## config.mk

```make
export PLATFORM = sky130hd
export DESIGN_NAME = arb_client
export DESIGN_NICKNAME = d
export VERILOG_FILES = /design/src/rtl/arb_pkg.sv /design/src/rtl/arb_cmd_fifo.sv /design/src/rtl/arb_client.sv
export SDC_FILE = /design/constraint.sdc
export NUM_CORES = 1
export LEC_CHECK = 0
export BUFFER_PORTS_ARGS = -buffer_cell sky130_fd_sc_hd__buf_2
export CAP_MARGIN = 25
export CORE_MARGIN = 3
export CORE_UTILIZATION = 50
export DETAILED_ROUTE_END_ITERATION = 7
export HOLD_SLACK_MARGIN = 0.02
export PLACE_DENSITY = 0.75
export SETUP_SLACK_MARGIN = 0.15
export SYNTH_ARGS = -nofsm -noshare
export SYNTH_HDL_FRONTEND = slang
export SYNTH_SLANG_ARGS = --single-unit
```

## constraint.sdc

```tcl
create_clock -name clk -period 5.3 [get_ports clk]
set_input_delay 0.265 -clock clk [delete_from_list [all_inputs] [get_ports clk]]
set_output_delay 0.265 -clock clk [all_outputs]
set_load 0.05 [all_outputs]
```

## src/rtl/arb_pkg.sv

```systemverilog
// Shared arbiter-slice definitions: client FSM state encoding and default field widths,
// used by arb_client and the arbiter benches.
package arb_pkg;

   typedef enum logic [1:0] {
      IDLE  = 2'd0,
      WAIT  = 2'd1,
      BURST = 2'd2
   } arb_state_e;

   localparam int ARB_LEN_W = 3;
   localparam int ARB_TAG_W = 8;

endpackage

```

## src/rtl/arb_cmd_fifo.sv

```systemverilog
// Synchronous command FIFO with DEPTH entries (power of 2, >= 2), full/empty flags and a
// combinational head. Writes while full and reads while empty are ignored.
module arb_cmd_fifo #(
   parameter int W     = 11,
   parameter int DEPTH = 2
) (
   input  logic         clk,
   input  logic         reset_l,
   input  logic         push,
   input  logic [W-1:0] din,
   input  logic         pop,
   output logic [W-1:0] head,
   output logic         full,
   output logic         empty
);

   localparam int AW = $clog2(DEPTH);

   logic [AW-1:0] wr_ptr_q, wr_ptr_d;
   logic [AW-1:0] rd_ptr_q, rd_ptr_d;
   logic [AW:0]   cnt_q, cnt_d;
   logic [W-1:0]  mem_q [DEPTH];
   logic          push_en, pop_en;

   assign full    = (cnt_q == (AW+1)'(DEPTH));
   assign empty   = (cnt_q == '0);
   assign push_en = push && !full;
   assign pop_en  = pop && !empty;
   assign head    = mem_q[rd_ptr_q];

   // NOTE: every always_comb output gets a value on every path so no latch is inferred.
   always_comb begin
      wr_ptr_d = wr_ptr_q + AW'(push_en);
      rd_ptr_d = rd_ptr_q + AW'(pop_en);
      cnt_d    = cnt_q + (AW+1)'(push_en) - (AW+1)'(pop_en);
   end

   // NOTE: flops use non-blocking assignments so every register samples pre-edge values.
   always_ff @(posedge clk or negedge reset_l) begin
      if (!reset_l) begin
         wr_ptr_q <= '0;
         rd_ptr_q <= '0;
         cnt_q    <= '0;
      end else begin
         wr_ptr_q <= wr_ptr_d;
         rd_ptr_q <= rd_ptr_d;
         cnt_q    <= cnt_d;
      end
   end

   // NOTE: storage is not reset; the pointers and count alone define which entries are valid.
   always_ff @(posedge clk) begin
      if (push_en) mem_q[wr_ptr_q] <= din;
   end

endmodule

```

## src/rtl/arb_client.sv

```systemverilog
// Per-client requester in front of the shared arbiter: queues burst commands, drives req/last
// and reports ownership. Define ARB_CLIENT_CLR_LAST_EN to force last low whenever req is low.
module arb_client
   import arb_pkg::*;
#(
   parameter int LEN_W = ARB_LEN_W,
   parameter int TAG_W = ARB_TAG_W,
   parameter int DEPTH = 2
) (
   input  logic             clk,
   input  logic             reset_l,
   input  logic             cmd_valid,
   output logic             cmd_ready,
   input  logic [LEN_W-1:0] cmd_len,
   input  logic [TAG_W-1:0] cmd_tag,
   output logic             req,
   output logic             last,
   input  logic             gnt,
   output logic             own,
   output logic             own_first,
   output logic             own_last,
   output logic [LEN_W-1:0] beat,
   output logic [TAG_W-1:0] own_tag,
   output logic             busy,
   output logic             err_len0
);

   typedef struct packed {
      logic [LEN_W-1:0] len;
      logic [TAG_W-1:0] tag;
   } cmd_t;

   cmd_t             push_cmd, head;
   logic             fifo_full, fifo_empty, head_valid;
   logic             pop, load;

   arb_state_e       state_q, state_d;
   logic [LEN_W-1:0] count_q, count_d;
   logic [LEN_W-1:0] len_q, len_d;
   logic [TAG_W-1:0] tag_q, tag_d;
   logic             req_q, req_d;
   logic             last_q, last_d;
   logic             err_q, err_d;

   assign push_cmd   = {cmd_len, cmd_tag};
   assign head_valid = !fifo_empty;

   arb_cmd_fifo #(
      .W     ($bits(cmd_t)),
      .DEPTH (DEPTH)
   ) u_fifo (
      .clk     (clk),
      .reset_l (reset_l),
      .push    (cmd_valid),
      .din     (push_cmd),
      .pop     (pop),
      .head    (head),
      .full    (fifo_full),
      .empty   (fifo_empty)
   );

   assign own       = (state_q == WAIT && gnt) || (state_q == BURST);
   assign own_first = (state_q == WAIT) && gnt;
   assign own_last  = own && (count_q == LEN_W'(1));
   assign beat      = len_q - count_q;
   assign own_tag   = tag_q;
   assign req       = req_q;
   assign last      = last_q;
   assign err_len0  = err_q;
   assign cmd_ready = !fifo_full;
   assign busy      = (state_q != IDLE) || !fifo_empty;

   always_comb begin
      state_d = state_q;
      count_d = count_q;
      len_d   = len_q;
      tag_d   = tag_q;
      req_d   = req_q;
      last_d  = last_q;
      err_d   = err_q;
      pop     = 1'b0;
      load    = 1'b0;

      case (state_q)
         IDLE: begin
            if (head_valid) begin
               pop = 1'b1;
               if (head.len == '0) err_d = 1'b1;
               else                load  = 1'b1;
            end
         end
         WAIT, BURST: begin
            if (own) begin
               count_d = count_q - LEN_W'(1);
               if (count_q == LEN_W'(1)) begin
                  // Final beat: chain straight into the next command when one is queued.
                  if (head_valid) begin
                     pop = 1'b1;
                     if (head.len == '0) err_d = 1'b1;
                     else                load  = 1'b1;
                  end
                  if (!load) begin
                     req_d   = 1'b0;
                     state_d = IDLE;
`ifdef ARB_CLIENT_CLR_LAST_EN
                     last_d  = 1'b0;
`endif
                  end
               end else begin
                  state_d = BURST;
                  if (count_q == LEN_W'(2)) last_d = 1'b1;
               end
            end
         end
         default: state_d = IDLE;
      endcase

      if (load) begin
         count_d = head.len;
         len_d   = head.len;
         tag_d   = head.tag;
         req_d   = 1'b1;
         last_d  = (head.len == LEN_W'(1));
         state_d = WAIT;
      end
   end

   always_ff @(posedge clk or negedge reset_l) begin
      if (!reset_l) begin
         state_q <= IDLE;
         count_q <= '0;
         len_q   <= '0;
         tag_q   <= '0;
         req_q   <= 1'b0;
         last_q  <= 1'b0;
         err_q   <= 1'b0;
      end else begin
         state_q <= state_d;
         count_q <= count_d;
         len_q   <= len_d;
         tag_q   <= tag_d;
         req_q   <= req_d;
         last_q  <= last_d;
         err_q   <= err_d;
      end
   end

endmodule

```

; Word-level counts from Yosys, hierarchy flattened
; Memories as Yosys holds them, arrays and structs flattened.
; Index checks and enable logic that the tools add are counted.
[totals]
n_memories = 1
out_inout_bits = 19
reg_bits = 23
in_bits = 15
mem_bits_rw = 22
[memory_table]
columns = memory, depth, word_bits, rd, rd_ports_with_merged_regs, write_ports, line_no
row1 = u_fifo.mem_q, 2, 11, 1, 0, 1, arb_cmd_fifo.sv:22  ; logic [W-1:0] mem_q [DEPTH];
[classes]
n_eq_ne = 13
add_sub_neg = 6
n_reduce_logical = 23
n_mux = 37
[op_table]
columns = cell, n
row1 = $mux W1, 26
row2 = $reduce_bool A2 Y1, 6
row3 = $ne A2 B2 Y1 const B, 5
row4 = $mux W3, 3
row5 = $mux W2, 4
row6 = $reduce_and A4 Y1, 2
row7 = $eq A3 B1 Y1 const B, 2
row8 = $pmux W1 S2, 3
row9 = $reduce_and A3 Y1, 2
row10 = $eq A2 B2 Y1 const B, 2
row11 = $logic_and A1 B1 Y1, 4
row12 = $logic_not A2 Y1, 2
row13 = $ne A4 B4 Y1 const B, 1
row14 = $pmux W2 S2, 1
row15 = $eq A3 B2 Y1 const B, 1
row16 = $logic_not A3 Y1, 1
row17 = $ne A3 B3 Y1 const B, 1
row18 = $sub A3 B1 Y3 const B, 1
row19 = $sub A3 B3 Y3, 1
row20 = $add A1 B1 Y1, 2
row21 = $add A2 B1 Y2, 1
row22 = $eq A2 B1 Y1 const B, 1
row23 = $logic_not A1 Y1, 2
row24 = $logic_or A1 B1 Y1, 2
row25 = 3 further kinds, 3

; Longest topological paths before layout
; An unclocked memory read counts as a cell.
[logic_depth]
ltp_word = 12
depth_mapped = 11
mapped_depth_nobuf = 11

; Cells and area by module
; Synthesis repeated with hierarchy kept, for this count alone.
[unflattened]
cells_unflattened = 144
area_unflattened_um2 = 2129.5
[by_module_without_submodules]
columns = mod, n_inst, cells_per_inst, area_each_um2
row1 = arb_client, 1, 90, 1081.0
row2 = arb_cmd_fifo, 1, 54, 1048.5

; Worst setup path after synthesis
; Ideal clock, no wire load.
[synth_path]
path_type = register to output
startpoint = register count_q[0]
endpoint = output port beat[2]
n_path_buf = 0
slack_ns = 3.116
required_time_ns = 5.035
stages_incl_launch_ff = 5
arrival_time_ns = 1.919
path_cell_list = dfrtp_1 > ha_1 > fa_1 > xnor2_1 > xnor2_1
[synth_between]
elab_chain_len = 1
[synth_lines]
columns = item, line_no
row1 = start: declaration, arb_client.sv:38  ; logic [LEN_W-1:0] count_q, count_d;
row2 = start signal: assignment, arb_client.sv:139  ; count_q <= count_d;
row3 = $sub A3 B3 Y3, arb_client.sv:65  ; assign beat = len_q - count_q;
row4 = end: declaration, arb_client.sv:22  ; output logic [LEN_W-1:0] beat,
; No other way between the ends.

; Worst setup path in the final report
[layout_path]
startpoint = register state_q[1]
endpoint = register u_fifo.cnt_q[1]
[layout_between]
elab_chain_len = 7
elab_cells_between_ends = 10
[layout_lines]
columns = item, line_no
row1 = start: declaration, arb_client.sv:37  ; arb_state_e state_q, state_d;
row2 = start signal: assignment, arb_client.sv:138  ; state_q <= state_d;
row3 = $eq A2 B1 Y1, "arb_client.sv:62, arb_client.sv:84"
row4 = $logic_and A1 B1 Y1, arb_client.sv:62  ; assign own = (state_q == WAIT && gnt) || (state_q == BURST);
row5 = $logic_or A1 B1 Y1, arb_client.sv:62
row6 = $mux W1, arb_client.sv:93  ; if (own) begin
row7 = $pmux W1 S2 *, arb_client.sv:84  ; case (state_q)
row8 = $logic_and A1 B1 Y1 *, arb_cmd_fifo.sv:28  ; assign pop_en = pop && !empty;
row9 = $sub A2 B1 Y2 *, arb_cmd_fifo.sv:35  ; cnt_d = cnt_q + (AW+1)'(push_en) - (AW+1)'(pop_en);
row10 = named net u_fifo.cnt_d[1], arb_cmd_fifo.sv:21  ; logic [AW:0] cnt_q, cnt_d;
row11 = end signal: assignment, arb_cmd_fifo.sv:47  ; cnt_q <= cnt_d;
row12 = end: declaration, arb_cmd_fifo.sv:21
; The timed path passes the listed nets; every way through them passes the cells marked *.
; A chain may end at the register's enable or synchronous reset.

==> out/qor.csv <==
stage,metric,value,unit
outcome,run_status,completed,
worst_setup_path,crit_path_launch_type,register,
die,die_w,71.03,µm
sta,fin_setup_tns,0,ns
cells_and_area,drive_gt1_share,37.04,%
worst_setup_path,timing.critical_path.arrival,2.52,ns
synth,synthTopCellsByCount,"dfrtp_1 (23), edfxtp_1 (22), inv_1 (15), mux2_2 (14), ha_1 (12)",
clock_network,clock_sinks,45,
worst_setup_path,path_buf_inv,3,
cells_and_area,antenna_diode_count,0,
worst_setup_path,critical_path.slowest_cell,dfrtp_1,
global_route,grt_pass1_vias,1368,
synth,synth_async_sr_flop_share,51.11,%
clock_network,number_of_clock_buffers_inserted_by_tritoncts,5,
sta,finalWorstPathRequiredPeriod,2.286,ns
die,die_height,71.03,µm
synth,postSynthNetCount,178,
sta,final-max-slew-violation-count,0,
synth,synth.cell_area,2115,µm²
clock_network,cts_tree,done,
global_route,grt_remaining_overflow,0,
global_route,grt_antenna_before_repair,0,
clock_network,cts-root-buf,clkbuf_8,
clock_network,clk_latency,0.30,ns
sta,finalHoldViolCount,0,
synth,most_numerous_cell_in_the_yosys_netlist,dfrtp_1,
synth,synth_cells,150,
worst_hold_path,min_delay_path_class,in -> reg,
place,hpwl,2742,µm
global_route,total_track_usage,16.70,%
drt,drt-vias-per-instance,5.188,
worst_setup_path,setup.worst_path.end_class,register,
place,buffers_added_on_ports,33,
clock_network,htree_levels,2,
worst_setup_path,required,5.53,ns
clock_network,path_clk_slew,0.08,ns
synth,synth_top_flop_cell,dfrtp_1,
global_route,grt_start_max_net_pins,24,
synth,ys_top_cells_by_area,"edfxtp_1 (31%), dfrtp_1 (27%), mux2_2 (7.5%), ha_1 (7.1%), mux2_4 (3.6%)",
worst_setup_path,critical_path.max_fanout,7,
die,dieArea,5045,µm²
worst_setup_path,critical-path-top-cell-by-count,ha_1,
clock_network,clock_tree.buffer_depth,2,
place,place.gp.congestion,0.8020,
worst_setup_path,cp_top_family,adder cells,
sta,max_slew_margin,54.66,%
drt,routed_wirelength,3749,µm
worst_setup_path,path_cells,"inv_1, ha_1, nand3b_1, o21ai_2, nand2_2, clkinv_4, ha_1, inv_1, ha_1, xnor2_1, xnor2_1",
die,floorplan.initialDensity,52.48,%
sta,final_min_period_over_clock_period,43.14,%
cells_and_area,areaGrowthSynthToFinish,15.68,%
drt,routed-via-count,1240,
synth,synth-seq-area-share,58.46,%
drt,drt_pre_antenna_iters,4,
worst_setup_path,criticalPathCategory,reg -> reg,
drt,drt_iter0_drc,42,
global_route,grt_pass1_wl,6430,µm
synth,synth-edff-count,22,
synth,netlist-cell-type-count,39,
synth,synthesis.yosys.warnings,0,
synth,postSynthRegisterBits,45,
cells_and_area,final_util,60.71,%
sta,grt_setup_unrepaired,no,
drt,route.detailed.drc,0,
run,cap_viol_max_count,0,
clock_network,setup_fix_bufs_post_cts,0,
synth,area_share_of_the_largest_cell_type_after_synthesis,31.24,%
die,io-pin-count,34,
sta,worst_slew_pin_slew,0.6800,ns
drt,drtAntennaViolNets,0,
worst_setup_path,timing.critical_path.slowest_cell_delay,0.43,ns
sta,finalSetupViolations,0,
die,rows,23,
cells_and_area,num-nets-final,216,
cells_and_area,filler_cell_count,340,
synth,netlist.top_cell.by_area,edfxtp_1,
sta,fin_skew,0.005827,ns
drt,wl_per_cell,15.69,µm
sta,max_freq,0.4374,GHz
synth,avgSynthCellArea,14.10,µm²
die,coreArea,4029,µm²
-- worst reg2reg max path: stages (launching register included) --
cell	delay, ns
dfrtp_1	0.43
inv_1	0.10
ha_1	0.36
nand3b_1	0.18
o21ai_2	0.07
nand2_2	0.13
clkinv_4	0.10
ha_1	0.29
inv_1	0.04
ha_1	0.20
xnor2_1	0.17
xnor2_1	0.14
-- timing repair --
item                                   CTS  global route
resized for setup                        0             0
endpoints found under the hold margin   23             0
hold buffers                             1             0
-- layer usage --
layer	vias up	wire [µm]	global-route usage, %
li1	602	-	-
met2	30	1914	28.63
met4	0	65	7.307
met1	600	1607	19.63
met5	-	0	0
met3	8	162	4.545
-- worst paths after layout --
check	startpoint	endpoint	slack, ns	depth (start not counted)
worst max register to register	state_q[1]	u_fifo.cnt_q[1]	3.01	11
worst min-delay path	cmd_tag[4]	u_fifo.mem_q[0][4]	0.15	1
worst min register to register	err_len0	err_len0	0.47	1
worst max-delay path	state_q[1]	u_fifo.cnt_q[1]	3.01	11
max in group asynchronous	reset_l	u_fifo.wr_ptr_q	4.47	2
min in group asynchronous	reset_l	count_q[2]	0.47	2
-- metrics by stage --
step                      setup WS, ns  hold WS, ns  area [µm²]  instances
after global placement           3.211       0.2729        2321        230
after CTS                        3.032       0.1408        2446        239
after floorplan                  3.116     -0.03059        2115        150
final                            3.014       0.1486        2446        239
after detailed placement         3.062       0.2866        2321        230
after global routing             2.870       0.1330        2446        239
-- final cells by class --
class / count / area (µm²) / area share [%]
multi-input cells: 86 / 792.0 / 32.38
well taps: 50 / 62.56 / 2.558
inverters: 16 / 65.06 / 2.660
clock inverters: 3 / 46.29 / 1.893
repair buffers: 34 / 175.2 / 7.161
clock buffers: 5 / 68.82 / 2.813
flip-flops and latches: 45 / 1236 / 50.54
-- layout by cell type (no fill, tap or decap), drive strengths merged, types with 2 or more instances in the layout --
cell type,count
nand2,7
ha,12
nor2,8
o2bb2ai,2
buf,33
clkbuf,5
and2,2
inv,15
edfxtp,22
clkinv,2
mux2i,3
a31oi,2
a21oi,5
mux2,19
dfrtp,23
o21ai,4
xnor2,6
-- sequential cells by signal, summed over array words and instances (netlist names) --
signal and cells:
u_fifo.rd_ptr_q 1, u_fifo.mem_q 22, len_q 3, u_fifo.cnt_q 2, state_q 2, req 1
u_fifo.wr_ptr_q 1, last 1, count_q 3, err_len0 1, own_tag 8
-- cells by family (layout without fill, tap and decap cells) --
kind of cell	after synthesis	after routing	share of synthesized area, %
fa+ha+maj	13	13	8.047
flops	45	45	58.46
xor+xnor	7	7	2.899
mux	22	22	12.43
buf+inv	19	58	4.083
compound gates	18	18	5.859
simple gates	26	26	8.225
Power is left out: the tool's default activity adds up to more than one toggle a clock period on the data nets, which glitch-free logic cannot reach.
